==> config.mk <==
export PLATFORM = sky130hd
export DESIGN_NAME = aho_rx
export DESIGN_NICKNAME = d
export VERILOG_FILES = /design/src/rtl/aho_pkg.sv /design/src/rtl/aho_mod_cnt.sv /design/src/rtl/aho_rx.sv
export SDC_FILE = /design/constraint.sdc
export NUM_CORES = 1
export LEC_CHECK = 0
export ABC_CLOCK_PERIOD_IN_PS = 3900
export BUFFER_PORTS_ARGS = -buffer_cell sky130_fd_sc_hd__buf_2
export CAP_MARGIN = 40
export CORE_ASPECT_RATIO = 1.5
export CORE_MARGIN = 2
export CORE_UTILIZATION = 25
export DETAILED_ROUTE_END_ITERATION = 6
export PLACE_DENSITY_LB_ADDON = 0.08
export SLEW_MARGIN = 25
export SYNTH_ARGS = -nofsm -noshare
export SYNTH_HDL_FRONTEND = slang
export SYNTH_SLANG_ARGS = --single-unit
==> constraint.sdc <==
create_clock -name CLK -period 3.9 [get_ports CLK]
set_input_delay 0.585 -clock CLK [delete_from_list [all_inputs] [get_ports CLK]]
set_output_delay 0.585 -clock CLK [all_outputs]
set_load 0.005 [all_outputs]
==> src/rtl/aho_pkg.sv <==
// -----------------------------------------------------------------------------
// aho_pkg
// Shared definitions for the AHO receive checker.
//   aho_state_e : checker state (IDLE, RUN, FAIL)
//   MOD3/5/7    : divisors used by the multiple-flag generator
//   DEF_IDX_W   : default width of the sample index
// -----------------------------------------------------------------------------
package aho_pkg;

    typedef enum logic [1:0] {
        IDLE = 2'd0,
        RUN  = 2'd1,
        FAIL = 2'd2
    } aho_state_e;

    localparam int MOD3      = 3;
    localparam int MOD5      = 5;
    localparam int MOD7      = 7;
    localparam int DEF_IDX_W = 16;

endpackage

==> src/rtl/aho_mod_cnt.sv <==
// -----------------------------------------------------------------------------
// aho_mod_cnt
// Residue counter for n mod M.  It tracks the residue of the sample index
// incrementally, so no divider is needed.
// Ports:
//   clk  in  clock
//   rst  in  synchronous active-high reset (residue -> 0)
//   clr  in  synchronous clear (residue -> 0), used for restart and index wrap
//   inc  in  advance the residue by one, wrapping M-1 -> 0
//   zero out residue == 0
// -----------------------------------------------------------------------------
module aho_mod_cnt
    import aho_pkg::*;
#(
    parameter int M = MOD3
) (
    input  logic clk,
    input  logic rst,
    input  logic clr,
    input  logic inc,
    output logic zero
);

    localparam int W = (M > 1) ? $clog2(M) : 1;

    logic [W-1:0] res;

    // NOTE: sequential state is written only with non-blocking assignments, so
    // every register samples values from before the edge, whatever the order.
    always_ff @(posedge clk) begin
        if (rst || clr) begin
            res <= '0;
        end else if (inc) begin
            res <= (res == W'(M - 1)) ? '0 : res + 1'b1;
        end
    end

    assign zero = (res == '0);

endmodule

==> src/rtl/aho_rx.sv <==
// -----------------------------------------------------------------------------
// aho_rx
// Receive-side checker for the AHO strobe stream.  It keeps its own sample
// index and mod-3/5/7 residues, predicts each AHO bit and compares it with
// the received bit.  It reports the reason bits, match/miss pulses and a
// saturating miss count, and it declares FAIL after ERR_LIMIT consecutive misses.
//
// Optional feature (macro AHO_RX_HIT_CNT_EN): adds HIT_CNT_O, a saturating
// count of matched samples whose received bit was 1.
//
// Ports:
//   CLK        in   clock
//   RST        in   synchronous active-high reset
//   START      in   restart checking at index 0 (takes priority over VALID)
//   VALID      in   AHO_IN carries a sample this cycle
//   AHO_IN     in   received AHO bit
//   IDX_O      out  index of the last checked sample
//   WHY_O      out  {div7,div5,div3} of the last checked index
//   MATCH_O    out  one-cycle pulse, sample matched prediction
//   MISS_O     out  one-cycle pulse, sample mismatched
//   ERR_CNT_O  out  total misses since START, saturating
//   RUN_O      out  state == RUN
//   FAIL_O     out  state == FAIL (sticky until START/RST)
//   HIT_CNT_O  out  matched '1' samples, saturating (AHO_RX_HIT_CNT_EN only)
// -----------------------------------------------------------------------------
module aho_rx
    import aho_pkg::*;
#(
    parameter int IDX_W     = DEF_IDX_W,
    parameter int ERR_LIMIT = 4,
    parameter int ERR_CNT_W = 8
) (
    input  logic                 CLK,
    input  logic                 RST,
    input  logic                 START,
    input  logic                 VALID,
    input  logic                 AHO_IN,
    output logic [IDX_W-1:0]     IDX_O,
    output logic [2:0]           WHY_O,
    output logic                 MATCH_O,
    output logic                 MISS_O,
    output logic [ERR_CNT_W-1:0] ERR_CNT_O,
    output logic                 RUN_O,
    output logic                 FAIL_O
`ifdef AHO_RX_HIT_CNT_EN
    ,
    output logic [IDX_W-1:0]     HIT_CNT_O
`endif
);

    // ERR_LIMIT is at most 255, so an 8-bit consecutive-miss counter suffices.
    localparam int CONSEC_W = 8;

    aho_state_e          state_q;
    aho_state_e          state_d;
    logic [IDX_W-1:0]    idx;
    logic [CONSEC_W-1:0] consec;
    logic [CONSEC_W-1:0] consec_nxt;
    logic                z3, z5, z7;
    logic                check;
    logic                idx_wrap;
    logic [2:0]          why;
    logic                pred;
    logic                hit;
    logic                fail_now;

    // A sample is compared only in RUN; START in the same cycle wins.
    assign check    = VALID && !START && (state_q == RUN);
    assign idx_wrap = (idx == '1);

    // Index 0 never fires, even though every residue is 0 there.
    assign why  = (idx == '0) ? 3'b000 : {z7, z5, z3};
    assign pred = |why;
    assign hit  = (AHO_IN == pred);

    assign consec_nxt = consec + 1'b1;
    assign fail_now   = check && !hit && (consec_nxt == CONSEC_W'(ERR_LIMIT));

    // At the top index the generator clears index and residues together, so
    // the residues restart at 0 instead of continuing modulo M.
    aho_mod_cnt #(.M(MOD3)) u_mod3 (
        .clk  (CLK),
        .rst  (RST),
        .clr  (START || (check && idx_wrap)),
        .inc  (check && !idx_wrap),
        .zero (z3)
    );

    aho_mod_cnt #(.M(MOD5)) u_mod5 (
        .clk  (CLK),
        .rst  (RST),
        .clr  (START || (check && idx_wrap)),
        .inc  (check && !idx_wrap),
        .zero (z5)
    );

    aho_mod_cnt #(.M(MOD7)) u_mod7 (
        .clk  (CLK),
        .rst  (RST),
        .clr  (START || (check && idx_wrap)),
        .inc  (check && !idx_wrap),
        .zero (z7)
    );

    // NOTE: the next state gets a default before the case, so no path leaves
    // it unassigned and no latch is inferred.
    always_comb begin
        state_d = state_q;
        unique case (state_q)
            IDLE: if (START) state_d = RUN;
            RUN: begin
                if (START)         state_d = RUN;
                else if (fail_now) state_d = FAIL;
            end
            FAIL: if (START) state_d = RUN;
            default: state_d = IDLE;
        endcase
    end

    always_ff @(posedge CLK) begin
        if (RST) begin
            state_q   <= IDLE;
            idx       <= '0;
            consec    <= '0;
            IDX_O     <= '0;
            WHY_O     <= '0;
            MATCH_O   <= 1'b0;
            MISS_O    <= 1'b0;
            ERR_CNT_O <= '0;
            RUN_O     <= 1'b0;
            FAIL_O    <= 1'b0;
        end else begin
            state_q <= state_d;
            RUN_O   <= (state_d == RUN);
            FAIL_O  <= (state_d == FAIL);
            MATCH_O <= check && hit;
            MISS_O  <= check && !hit;

            if (START) begin
                idx       <= '0;
                consec    <= '0;
                ERR_CNT_O <= '0;
            end else if (check) begin
                IDX_O <= idx;
                WHY_O <= why;
                idx   <= idx_wrap ? '0 : idx + 1'b1;
                if (hit) begin
                    consec <= '0;
                end else begin
                    consec <= consec_nxt;
                    if (ERR_CNT_O != '1) ERR_CNT_O <= ERR_CNT_O + 1'b1;
                end
            end
        end
    end

`ifdef AHO_RX_HIT_CNT_EN
    always_ff @(posedge CLK) begin
        if (RST || START) begin
            HIT_CNT_O <= '0;
        end else if (check && hit && AHO_IN && (HIT_CNT_O != '1)) begin
            HIT_CNT_O <= HIT_CNT_O + 1'b1;
        end
    end
`endif

endmodule
# After elaboration in Yosys (flattened, before gate mapping)
# Cells that the tools add are included.
# totals
ff_bits	65
wordCells	64
# classes
n_addsub	6
eq_ne	11
muxes	10
bitwise	2
n_reduce_logical	22
# ops
operator	count
adder 16 x 1 -> 16 bit (second input constant)	1
adder 8 x 1 -> 8 bit (second input constant)	2
== test 16 bit (second input constant)	1
zero test 16 bit	1
two-way mux 16 bit	1
two-way mux 3 bit	3
== test 8 x 3 -> 1 bit (second input constant)	1
two-way mux 2 bit	4
two-way mux 8 bit	1
inequality test 8 bit (second input constant)	1
logical AND 1 bit	7
adder 3 x 1 -> 3 bit (second input constant)	2
== test 2 bit (second input constant)	3
== test 3 bit (second input constant)	2
zero test 3 bit	2
== test 2 x 1 -> 1 bit (second input constant)	2
zero test 2 bit	2
one-hot mux 2 bit (2 select lines)	1
OR reduction 2 bit	2
zero test 1 bit	3
AND reduction 3 bit	1
OR reduction 3 bit	1
adder 2 x 1 -> 2 bit (second input constant)	1
logical OR 1 bit	2
other kinds (3)	4

# Longest topological paths before layout
# Gate-level depths: netlist of run 1.
# logic_depth
word_depth	11
depth_mapped	8
mapped_depth_nobuf	7

# Cells and area by module
# Synthesis of run 1 repeated with hierarchy kept, for this count alone.
# hier_totals
cells_unflattened	341
area_unflattened_um2	2962.8
# modules_own_cells
module	instances	cells_per_inst	area_per_inst_um2	seq_area_each_um2
aho_rx	1	300	2563.7	1141.1
aho_mod_cnt at u_mod5	1	18	160.2	60.1
aho_mod_cnt at u_mod7	1	14	143.9	60.1
aho_mod_cnt at u_mod3	1	9	95.1	40.0

# Least setup slack after synthesis of run 1
# No wires, ideal clock.
# synth_path
kind	reg-to-reg
from	reg idx[0]
to	reg ERR_CNT_O[4]
t_arrival_ps	1994
t_required_ps	3831
slack_ps	1837
stages_incl_launch_ff	9
path_buffers	1
period_less_slack_ps	2063
path_cell_list	dfxtp_1 inv_1 ha_1 nor4b_1 and4_4 or4_4 buf_6 a2111o_1 o21ai_1
# synth_via
elab_chain_cells	6
# synth_rtl
item	line	source
start, declared	aho_rx.sv:56	logic [IDX_W-1:0] idx;
start signal, assigned	aho_rx.sv:146	idx <= idx_wrap ? '0 : idx + 1'b1;
zero test 16 bit	aho_rx.sv:72	assign why = (idx == '0) ? 3'b000 : {z7, z5, z3};
two-way mux 3 bit	aho_rx.sv:72	
OR reduction 3 bit	aho_rx.sv:73	assign pred = |why;
== test 1 bit	aho_rx.sv:74	assign hit = (AHO_IN == pred);
NOT 1 bit (no source line)	-	
AND reduction 3 bit (no source line)	-	
end signal, assigned	aho_rx.sv:151	if (ERR_CNT_O != '1) ERR_CNT_O <= ERR_CNT_O + 1'b1;
end, declared	aho_rx.sv:42	output logic [ERR_CNT_W-1:0] ERR_CNT_O,
# Every way passes these cells.
# A chain may end at the register's enable or synchronous reset.

# Final worst setup path of run 1
# layout_path
from	in START
to	reg RUN_O
# layout_via
elab_chain_cells	9
word_cells_on_any_way	10
cone_classes	1 x eq/ne; 4 x mux; 5 x reduce/logical
# layout_rtl
item	line	source
start, declared	aho_rx.sv:35	input logic START,
zero test 1 bit	aho_rx.sv:68	assign check = VALID && !START && (state_q == RUN);
logical AND 1 bit (2 in a row)	aho_rx.sv:68	
logical AND 1 bit (2 in a row)	aho_rx.sv:77	assign fail_now = check && !hit && (consec_nxt == CONSEC_W'(ERR_LIMIT));
two-way mux 2 bit	aho_rx.sv:113	else if (fail_now) state_d = FAIL;
two-way mux 2 bit	aho_rx.sv:112	if (START) state_d = RUN;
one-hot mux 2 bit (2 select lines) *	aho_rx.sv:109	unique case (state_q)
== test 2 x 1 -> 1 bit *	aho_rx.sv:134	RUN_O <= (state_d == RUN);
end signal, assigned	aho_rx.sv:134	
end, declared	aho_rx.sv:43	output logic RUN_O,
# Mark *: on every way between the ends. The rest lies on a longest branch, timed or not.

==> impl_metrics.env, run 1 <==
export IMPL_diodes=0
export IMPL_start_util_pct=25.74
export IMPL_numPortBuffers=35
export IMPL_fin_area_um2=3633
export IMPL_slew_viol_final=0
export IMPL_min_from="WHY_O[2]"
export IMPL_synth_edf_count=0
export IMPL_rsz0062_at_grt="no"
export IMPL_post_layout_nonfiller_instances=556
export IMPL_critPathCaptureType="flip-flop"
export IMPL_dieArea_um2=12840
export IMPL_worstReg2RegEnd="RUN_O"
export IMPL_cp_max_fo=20
export IMPL_antenna_left=0
export IMPL_insertion_delay_ns=0.33
export IMPL_cts_root_buf="clkbuf_16"
export IMPL_drive_gt1_share_pct=15.76
export IMPL_routed_via_density=4.761
export IMPL_postLayoutCoreUtil_pct=31.35
export IMPL_antenna_found_initial=0
export IMPL_drt_iter0_markers=74
export IMPL_overflow=0
export IMPL_whs_endpoint="WHY_O[2]"
export IMPL_ys_top_cells_by_area="dfxtp_1, nand2_1, a21oi_1"
export IMPL_vias=2647
export IMPL_syn_to_final_growth_pct=21.76
export IMPL_synth_area_leader_cell="dfxtp_1"
export IMPL_cts_sinks=65
export IMPL_cts_tree="yes"
export IMPL_r2r_slack_ns=1.52
export IMPL_synth_warnings=0
export IMPL_routed_wl_um=7968
export IMPL_dp_hpwl_um=5625
export IMPL_outcome="finished, final reports clean"
export IMPL_hold_slack_ns=0.4496
export IMPL_wl_met2_um=3966
export IMPL_skew_ns=0.006536
export IMPL_async_reset_ff_share_pct=0
export IMPL_syn_area_um2=2984
export IMPL_drc=0
export IMPL_wl_per_cell_um=14.33
export IMPL_report_final_hold_viol_count=0
export IMPL_critPathLaunchType="input port"
export IMPL_nets=413
export IMPL_track_usage_pct=13.13
export IMPL_die_w_um=93.21
export IMPL_reg2reg_from="state_q[1]"
export IMPL_tns_ns=0
export IMPL_peakVddDrop_mv=0.2105
export IMPL_numCtsBuffers=9
export IMPL_hold_buffers=0
export IMPL_fin_crit_ns=2.448
export IMPL_powerDensity_nw_per_um2=426.7
export IMPL_io_pins=36
export IMPL_grt_pass1_vias=2649
export IMPL_yosysTopAreaCellShare_pct=43.61
export IMPL_m1WireLength_um=3585
export IMPL_clock_fmax_ghz=0.4086
export IMPL_post_cts_resized=0
export IMPL_syn_inst=368
export IMPL_synth_distinct_cells=52
export IMPL_clockBufferDepth=2
export IMPL_crit_arrival_ns=2.64
export IMPL_fp_coreArea_um2=11590
export IMPL_drt_first_pass_iters=4
export IMPL_setup_viol=0
export IMPL_synth_main_ff_cell="dfxtp_1"
export IMPL_grt_max_degree=30
export IMPL_tightest_slew_ns=0.6446
export IMPL_dp_cells=540
export IMPL_clk_pin_slew_ns=0.06
export IMPL_whs_path_depth=2
export IMPL_grt_pass1_wl_um=13030
export IMPL_wl_met3_um=227
export IMPL_cts_setup_buffers=0
export IMPL_ys_seq_area_share_pct=43.61
export IMPL_hold_path_class="reg2reg"
export IMPL_p_leak_nw=1.278
export IMPL_maxCapViolCount=0
export IMPL_cp_required_ns=4.10
export IMPL_final_common_cell="nand2_1"
export IMPL_rr_worst_depth=4
export IMPL_maxUsedRoutingLayer="met4"
export IMPL_most_common_layout_cells="nand2_1, dfxtp_1, nor2_1"
export IMPL_fin_crit_sh_pct=62.76
export IMPL_ys_seq_elements=65
export IMPL_die_height_um=137.8
export IMPL_synthesis_nets=380
export IMPL_slew_headroom_pct=57.03
export IMPL_fp_row_count=48
export IMPL_syn_area_per_cell_um2=8.109
export IMPL_place_area_um2=3326
export IMPL_worst_setup_path_type="in2reg"
export IMPL_gp_congestion=0.7514
export IMPL_htreeDepth=3
==> worst max path at each step <==
stage	slack (ns)	from	cells after the start	endpoint
2_1_floorplan	1.84	idx[0]	8	ERR_CNT_O[4]
3_3_place_gp	1.15	START	7	ERR_CNT_O[5]
3_5_place_dp	1.06	START	5	RUN_O
4_1_cts	1.40	START	5	RUN_O
5_1_grt	1.33	START	5	RUN_O
6_report	1.45	START	5	RUN_O
==> Yosys cell counts, drive strengths merged, types with 2 or more instances <==
master and count:
nand2 73, dfxtp 65, nor2 39, a21oi 37, clkbuf 13, nand4 13, xor2 13, nor3 12
nand3 8, o21ai 8, ha 7, inv 7, xnor2 7, nor4 6, and3 5, buf 5
mux2i 4, or3 4, a211oi 3, a21boi 3, a21o 3, nor2b 3, a2111o 2, a22oi 2
and4 2, nand2b 2, nand3b 2, o2111ai 2, o21a 2, or4 2
==> final cells by class <==
class | instances | area [µm²]
Fill cell | 1239 | 7958
Multi-Input combinational cell | 278 | 1600
Sequential cell | 65 | 1301
Clock buffer | 12 | 256.5
Timing Repair Buffer | 40 | 210.2
Tap cell | 150 | 187.7
Clock inverter | 4 | 51.30
Inverter | 7 | 26.28
==> kinds of logic after synthesis <==
kind of cell | after synthesis | share of synthesized area, %
AND/OR/NAND/NOR | 176 | 27.67
buffers and inverters | 25 | 3.564
flip-flops | 65 | 43.61
adder cells (fa/ha/maj) | 7 | 2.935
multiplexers | 4 | 1.342
XOR/XNOR | 20 | 5.870
AO/OA/AOI/OAI | 71 | 15.01
==> metal layers <==
layer	vias up	global-route usage (%)
li1	1352	-
met1	1237	14.84
met2	44	23.15
met3	14	2.845
met4	0	6.618
met5	-	0
==> stage by stage <==
stage	total power, mW	setup slack, ns
after floorplan	0.7156	1.837
after global placement	0.7380	1.150
after detailed placement	0.7387	1.056
after CTS	1.580	1.397
after global routing	1.613	1.326
final	1.550	1.452
==> critical path: stages <==
cell       delay [ns]
buf_2            0.15
nand4bb_2        0.63
or4_4            0.77
a211oi_2         0.35
o21ai_0          0.15
==> flip-flops by register name (all words and copies together), names as in the netlist <==
signal      cells
IDX_O          16
MISS_O          1
RUN_O           1
u_mod3.res      2
u_mod5.res      3
WHY_O           3
MATCH_O         1
idx            16
u_mod7.res      3
state_q         2
FAIL_O          1
ERR_CNT_O       8
consec          8
==> power breakdown <==
part	internal, mW	switching (mW)
sequential	0.668	0.00337
clock	0.530	0.298
combinational	0.0146	0.0368
No activity file was read; power rests on OpenSTA's default activity.
==> inputs of run 2 (changes only) <==
--- a/config.mk
+++ b/config.mk
@@ -5,7 +5,7 @@
 export SDC_FILE = /design/constraint.sdc
 export NUM_CORES = 1
 export LEC_CHECK = 0
-export ABC_CLOCK_PERIOD_IN_PS = 3900
+export ABC_CLOCK_PERIOD_IN_PS = 2400
 export BUFFER_PORTS_ARGS = -buffer_cell sky130_fd_sc_hd__buf_2
 export CAP_MARGIN = 40
 export CORE_ASPECT_RATIO = 1.5
==> constraint.sdc (replaced) <==
create_clock -name CLK -period 2.4 [get_ports CLK]
set_input_delay 0.36 -clock CLK [delete_from_list [all_inputs] [get_ports CLK]]
set_output_delay 0.36 -clock CLK [all_outputs]
set_load 0.005 [all_outputs]
==> run 2 against run 1 <==
Effect of this change:
- hold slack got worse by 0.061 ns
- die area is the same
- sequential power increased by 62%
- total power grew 61%
- non-clock buffer count is 12 higher
- global-route usage rose by 0.77 points
- combinational power increased by 74%
- design area up 2.4%
- sequential share of layout area shrank 0.84 points
- setup slack worse by 1.3 ns
- routed wire length is 3.3% higher
- highest routed layer unchanged
==> impl_metrics.env, run 2 (synthesis results as in run 1) <==
export IMPL_outcome="finished, final reports clean"
export IMPL_dieArea_um2=12840
export IMPL_slew_headroom_pct=56.71
export IMPL_numCtsBuffers=9
export IMPL_rr_worst_depth=7
export IMPL_crit_path_max_incr_delay_ns=0.56
export IMPL_hold_slack_ns=0.3883
export IMPL_postLayoutCoreUtil_pct=32.10
export IMPL_fin_crit_ns=2.237
export IMPL_drt_iter0_markers=105
export IMPL_clk_pin_slew_ns=0.05
export IMPL_crit_path_cell_trace="inv_1 > ha_1 > nor4b_1 > and4_4 > or4_4 > a211oi_2 > o21ai_0"
export IMPL_fp_coreArea_um2=11590
export IMPL_dp_hpwl_um=5771
export IMPL_die_w_um=93.21
export IMPL_setup_viol=0
export IMPL_crit_start="idx[0]"
export IMPL_overflow=0
export IMPL_critPathCaptureType="flip-flop"
export IMPL_maxUsedRoutingLayer="met4"
export IMPL_drt_first_pass_iters=4
export IMPL_start_util_pct=25.74
export IMPL_peakVddDrop_mv=0.2818
export IMPL_wl_met3_um=304
export IMPL_drive_gt1_share_pct=17.75
export IMPL_numPortBuffers=35
export IMPL_worst_setup_path_type="reg2reg"
export IMPL_wl_met2_um=4148
export IMPL_tightest_slew_ns=0.6470
export IMPL_routed_wl_um=8233
export IMPL_vias=2716
export IMPL_hold_path_class="in2reg"
export IMPL_die_height_um=137.8
export IMPL_skew_ns=0.007322
export IMPL_path_delay_family="simple AND/OR/NAND/NOR gates"
export IMPL_report_final_hold_viol_count=0
export IMPL_insertion_delay_ns=0.33
export IMPL_io_pins=36
export IMPL_hold_buffers=0
export IMPL_final_common_cell="nand2_1"
export IMPL_fin_crit_sh_pct=93.21
export IMPL_wl_per_cell_um=14.52
export IMPL_cp_required_ns=2.60
export IMPL_top_regs="IDX_O x16, idx x16"
export IMPL_crit_path_top_delay_cell="or4_4"
export IMPL_p_leak_nw=1.346
export IMPL_worst_path_stages=7
export IMPL_grt_pass1_wl_um=13660
export IMPL_fillers=1252
export IMPL_power_mw=2.500
export IMPL_grt_pass1_vias=2630
export IMPL_diodes=0
export IMPL_critPathLaunchType="flip-flop"
export IMPL_post_cts_resized=0
export IMPL_cts_setup_buffers=0
export IMPL_gp_congestion=0.7879
export IMPL_whs_path_depth=3
export IMPL_cts_sinks=65
export IMPL_cp_max_fo=8
export IMPL_worstReg2RegEnd="RUN_O"
export IMPL_rsz0062_at_grt="no"
export IMPL_clock_fmax_ghz=0.4470
export IMPL_antenna_found_initial=0
export IMPL_cts_root_buf="clkbuf_16"
export IMPL_reg2reg_from="idx[0]"
export IMPL_crit_arrival_ns=2.44
export IMPL_crit_end="RUN_O"
export IMPL_routed_via_density=4.790
export IMPL_path_buf_inv=1
export IMPL_clockBufferDepth=2
export IMPL_slew_viol_final=0
export IMPL_grt_max_degree=43
export IMPL_r2r_slack_ns=0.16
export IMPL_syn_to_final_growth_pct=24.70
export IMPL_tns_ns=0
export IMPL_drc=0
export IMPL_htreeDepth=3
export IMPL_fp_row_count=48
export IMPL_nets=425
export IMPL_m1WireLength_um=3537
export IMPL_antenna_left=0
export IMPL_track_usage_pct=13.90
export IMPL_maxCapViolCount=0
export IMPL_most_common_layout_cells="nand2_1, dfxtp_1, nor2_1"
export IMPL_cts_tree="yes"
export IMPL_powerDensity_nw_per_um2=671.7
[run 2: changes by cell type in the layout (fill, tap and decap cells not counted)]
| cell | delta |
|---|---|
| buf_12 | +1 |
| buf_4 | +11 |
| clkinv_2 | +1 |
| clkinv_4 | -1 |
| clkinvlp_4 | -1 |
| o21ai_1 | +1 |
| o21ai_2 | -1 |
[run 2: final cells by class]
type                            instances  area (µm²)  share of cell area (%)
Sequential cell                        65        1301                   34.97
Timing Repair Buffer                   52       312.8                   8.406
Inverter                                7       26.28                  0.7061
Multi-Input combinational cell        278        1597                   42.91
Tap cell                              150       187.7                   5.044
Clock buffer                           12       256.5                   6.893
Clock inverter                          3       40.04                   1.076
[run 2: metal layers]
metal,global-route usage (%),vias to the layer above
li1,-,1378
met5,0,-
met4,8.007,0
met2,23.95,43
met1,15.85,1278
met3,2.845,17
[run 2: worst min-delay path by stage]
stage / endpoint / slack (ns) / startpoint
finish: state_q[0] / 0.39 / START
global placement: IDX_O[13] / 0.44 / IDX_O[13]
global route: state_q[0] / 0.42 / START
detailed placement: IDX_O[8] / 0.45 / IDX_O[8]
floorplan: u_mod3.res[1] / 0.44 / u_mod3.res[1]
CTS: state_q[0] / 0.37 / START
[run 2: metrics by stage]
stage	setup slack, ns	area (µm²)	cells
after CTS	0.08557	3716	566
after global routing	0.009514	3721	567
after detailed placement	0.1054	3420	551
after global placement	0.1733	3420	551
final	0.1630	3721	567
after floorplan	0.3372	2984	368
[run 2: worst register-to-register path, stage by stage, from the launching register on]
cell,delay [ns]
dfxtp_1,0.39
inv_1,0.09
ha_1,0.21
nor4b_1,0.15
and4_4,0.19
or4_4,0.56
a211oi_2,0.35
o21ai_0,0.16
[run 2: where the power goes]
group / internal, mW / switching, mW
Clock: 0.851 / 0.469
Combinational: 0.0273 / 0.0621
Sequential: 1.09 / 0.00510
Total: 1.96 / 0.536
==> inputs of run 3 (changes only) <==
--- a/config.mk
+++ b/config.mk
@@ -16,4 +16,5 @@
 export SLEW_MARGIN = 25
 export SYNTH_ARGS = -nofsm -noshare
 export SYNTH_HDL_FRONTEND = slang
+export SYNTH_HIERARCHICAL = 1
 export SYNTH_SLANG_ARGS = --single-unit
==> run 3 against run 2 <==
Effect of this change:
- total power is 3.9% lower
- setup slack better by 0.081 ns
- fmax is 3.8% higher
- final cell count is 4.4% lower
- critical endpoint is now ERR_CNT_O[7]
==> impl_metrics.env, run 3 <==
export IMPL_outcome="finished, final reports clean"
export IMPL_synth_common_cells="dfxtp_1, nand2_1, a21oi_1, nor2_1, xor2_1"
export IMPL_final_common_cell="dfxtp_1"
export IMPL_synthesis_nets=353
export IMPL_routed_via_density=4.773
export IMPL_syn_inst=341
export IMPL_r2r_slack_ns=0.24
export IMPL_start_util_pct=25.69
export IMPL_routed_wl_um=7990
export IMPL_tightest_slew_ns=0.5266
export IMPL_die_w_um=92.89
export IMPL_cts_sinks=65
export IMPL_drc=0
export IMPL_skew_ns=0.007361
export IMPL_maxCapViolCount=0
export IMPL_grt_max_degree=31
export IMPL_overflow=0
export IMPL_syn_area_um2=2963
export IMPL_power_mw=2.402
export IMPL_cts_root_buf="clkbuf_16"
export IMPL_grt_pass1_wl_um=13170
export IMPL_finalWorstSetupSlack_ns=0.2444
export IMPL_crit_arrival_ns=2.41
export IMPL_ys_top_cells_by_area="dfxtp_1, nand2_1, a21oi_1"
export IMPL_worst_setup_path_type="reg2reg"
export IMPL_setup_viol=0
export IMPL_yosysMostFrequentCell="dfxtp_1"
export IMPL_synth_warnings=6
export IMPL_synth_main_ff_cell="dfxtp_1"
export IMPL_clk_pin_slew_ns=0.05
export IMPL_die_height_um=137.3
export IMPL_min_from="START"
export IMPL_drive_gt1_share_pct=20.41
export IMPL_syn_to_final_growth_pct=22.80
export IMPL_powerDensity_nw_per_um2=660.1
export IMPL_cp_required_ns=2.66
export IMPL_fin_crit_ns=2.156
export IMPL_rsz0062_at_grt="no"
export IMPL_synth_area_leader_cell="dfxtp_1"
export IMPL_worstReg2RegEnd="ERR_CNT_O[7]"
export IMPL_pre_cts_slack_ns=0.1955
export IMPL_reg2reg_from="u_mod5/res[0]"
export IMPL_dp_hpwl_um=5663
export IMPL_wl_per_cell_um=14.74
export IMPL_htreeDepth=3
export IMPL_top_regs="IDX_O x16, idx x16"
export IMPL_peakVddDrop_mv=0.3275
export IMPL_fp_coreArea_um2=11530
export IMPL_clock_fmax_ghz=0.4639
export IMPL_async_reset_ff_share_pct=0
export IMPL_io_pins=36
export IMPL_antenna_left=0
export IMPL_drt_first_pass_iters=4
export IMPL_whs_path_depth=2
export IMPL_slew_viol_final=0
export IMPL_syn_area_per_cell_um2=8.689
export IMPL_synth_distinct_cells=54
export IMPL_nets=399
export IMPL_crit_start="u_mod5/res[0]"
export IMPL_numPortBuffers=35
export IMPL_fp_row_count=48
export IMPL_hold_path_class="in2reg"
export IMPL_numCtsBuffers=9
export IMPL_insertion_delay_ns=0.33
export IMPL_track_usage_pct=13.37
export IMPL_whs_endpoint="state_q[0]"
export IMPL_report_final_hold_viol_count=0
export IMPL_diodes=0
export IMPL_critPathCaptureType="flip-flop"
export IMPL_clockBufferDepth=2
export IMPL_drt_iter0_markers=114
export IMPL_rr_worst_depth=7
export IMPL_fin_crit_sh_pct=89.82
export IMPL_most_common_layout_cells="dfxtp_1, nand2_1, buf_2"
export IMPL_antenna_found_initial=0
export IMPL_cts_tree="yes"
export IMPL_synth_edf_count=0
export IMPL_gp_congestion=0.7615
export IMPL_ys_seq_elements=65
export IMPL_grt_pass1_vias=2586
export IMPL_cp_max_fo=11
export IMPL_slew_headroom_pct=64.89
export IMPL_critPathLaunchType="flip-flop"
export IMPL_p_leak_nw=1.366
export IMPL_tns_ns=0
export IMPL_yosysTopAreaCellShare_pct=43.92
export IMPL_cts_setup_buffers=0
export IMPL_vias=2587
export IMPL_ys_seq_area_share_pct=43.92
export IMPL_dieArea_um2=12760
run 3: routing by layer:
metal | routed length (µm) | track usage, % | part of all wire (%)
met5 | 0 | 0 | 0
met4 | 140 | 6.373 | 1.8
met3 | 249 | 2.790 | 3.1
met2 | 3996 | 22.83 | 50
met1 | 3604 | 15.95 | 45
run 3: area by class of cell:
class / instances / area (µm²)
inverters: 7 / 26.28
fillers: 1259 / 7893
flip-flops and latches: 65 / 1301
clock inverters: 3 / 15.01
clock buffers: 13 / 260.3
well taps: 150 / 187.7
multi-input cells: 255 / 1568
repair buffers: 49 / 280.3
run 3: how the worst max path moves through the flow:
stage	to	slack, ns	cells past startpoint
finish	ERR_CNT_O[7]	0.24	7
global route	ERR_CNT_O[7]	0.04	8
CTS	ERR_CNT_O[1]	0.17	9
detailed placement	ERR_CNT_O[1]	0.20	9
global placement	ERR_CNT_O[1]	0.24	9
floorplan	u_mod3/res[0]	0.38	7
run 3: logic make-up after synthesis:
logic type	Yosys count	share of synthesized area [%]
xor+xnor	21	6.208
flops	65	43.92
buf+inv	21	3.547
compound gates	66	14.40
simple gates	157	27.41
mux	4	1.562
fa+ha+maj	7	2.956
run 3: timing repair:
item | CTS | global route
setup endpoints to repair | 0 | 3
hold buffers | 0 | 0
gates resized for setup | 0 | 1
run 3: report_power, final:
| part | switching (mW) | total, mW | internal (mW) | leakage [nW] |
|---|---|---|---|---|
| registers | 0.00372 | 1.09 | 1.08 | 0.524 |
| logic | 0.0616 | 0.0884 | 0.0268 | 0.702 |
| clock network | 0.475 | 1.23 | 0.750 | 0.139 |
| total | 0.540 | 2.40 | 1.86 | 1.37 |
run 3: worst max-delay path, cell delays in order, from the launching register on:
cell and delay [ns]:
dfxtp_1 0.35, inv_1 0.07, ha_1 0.21, nor2b_1 0.16, o31a_4 0.38, mux2i_4 0.25
or4_1 0.52, a21oi_1 0.14
run 3: metrics by stage:
| stage | hold WS, ns | cell area (µm²) | std cells | util, % |
|---|---|---|---|---|
| 2_1_floorplan | 0.4246 | 2963 | 341 | - |
| 3_3_place_gp | 0.4436 | 3354 | 526 | 29.09 |
| 3_5_place_dp | 0.4437 | 3354 | 526 | 29.09 |
| 4_1_cts | 0.3629 | 3630 | 542 | 31.48 |
| 5_1_grt | 0.3972 | 3638 | 542 | 31.55 |
| 6_report | 0.3693 | 3638 | 542 | 31.55 |
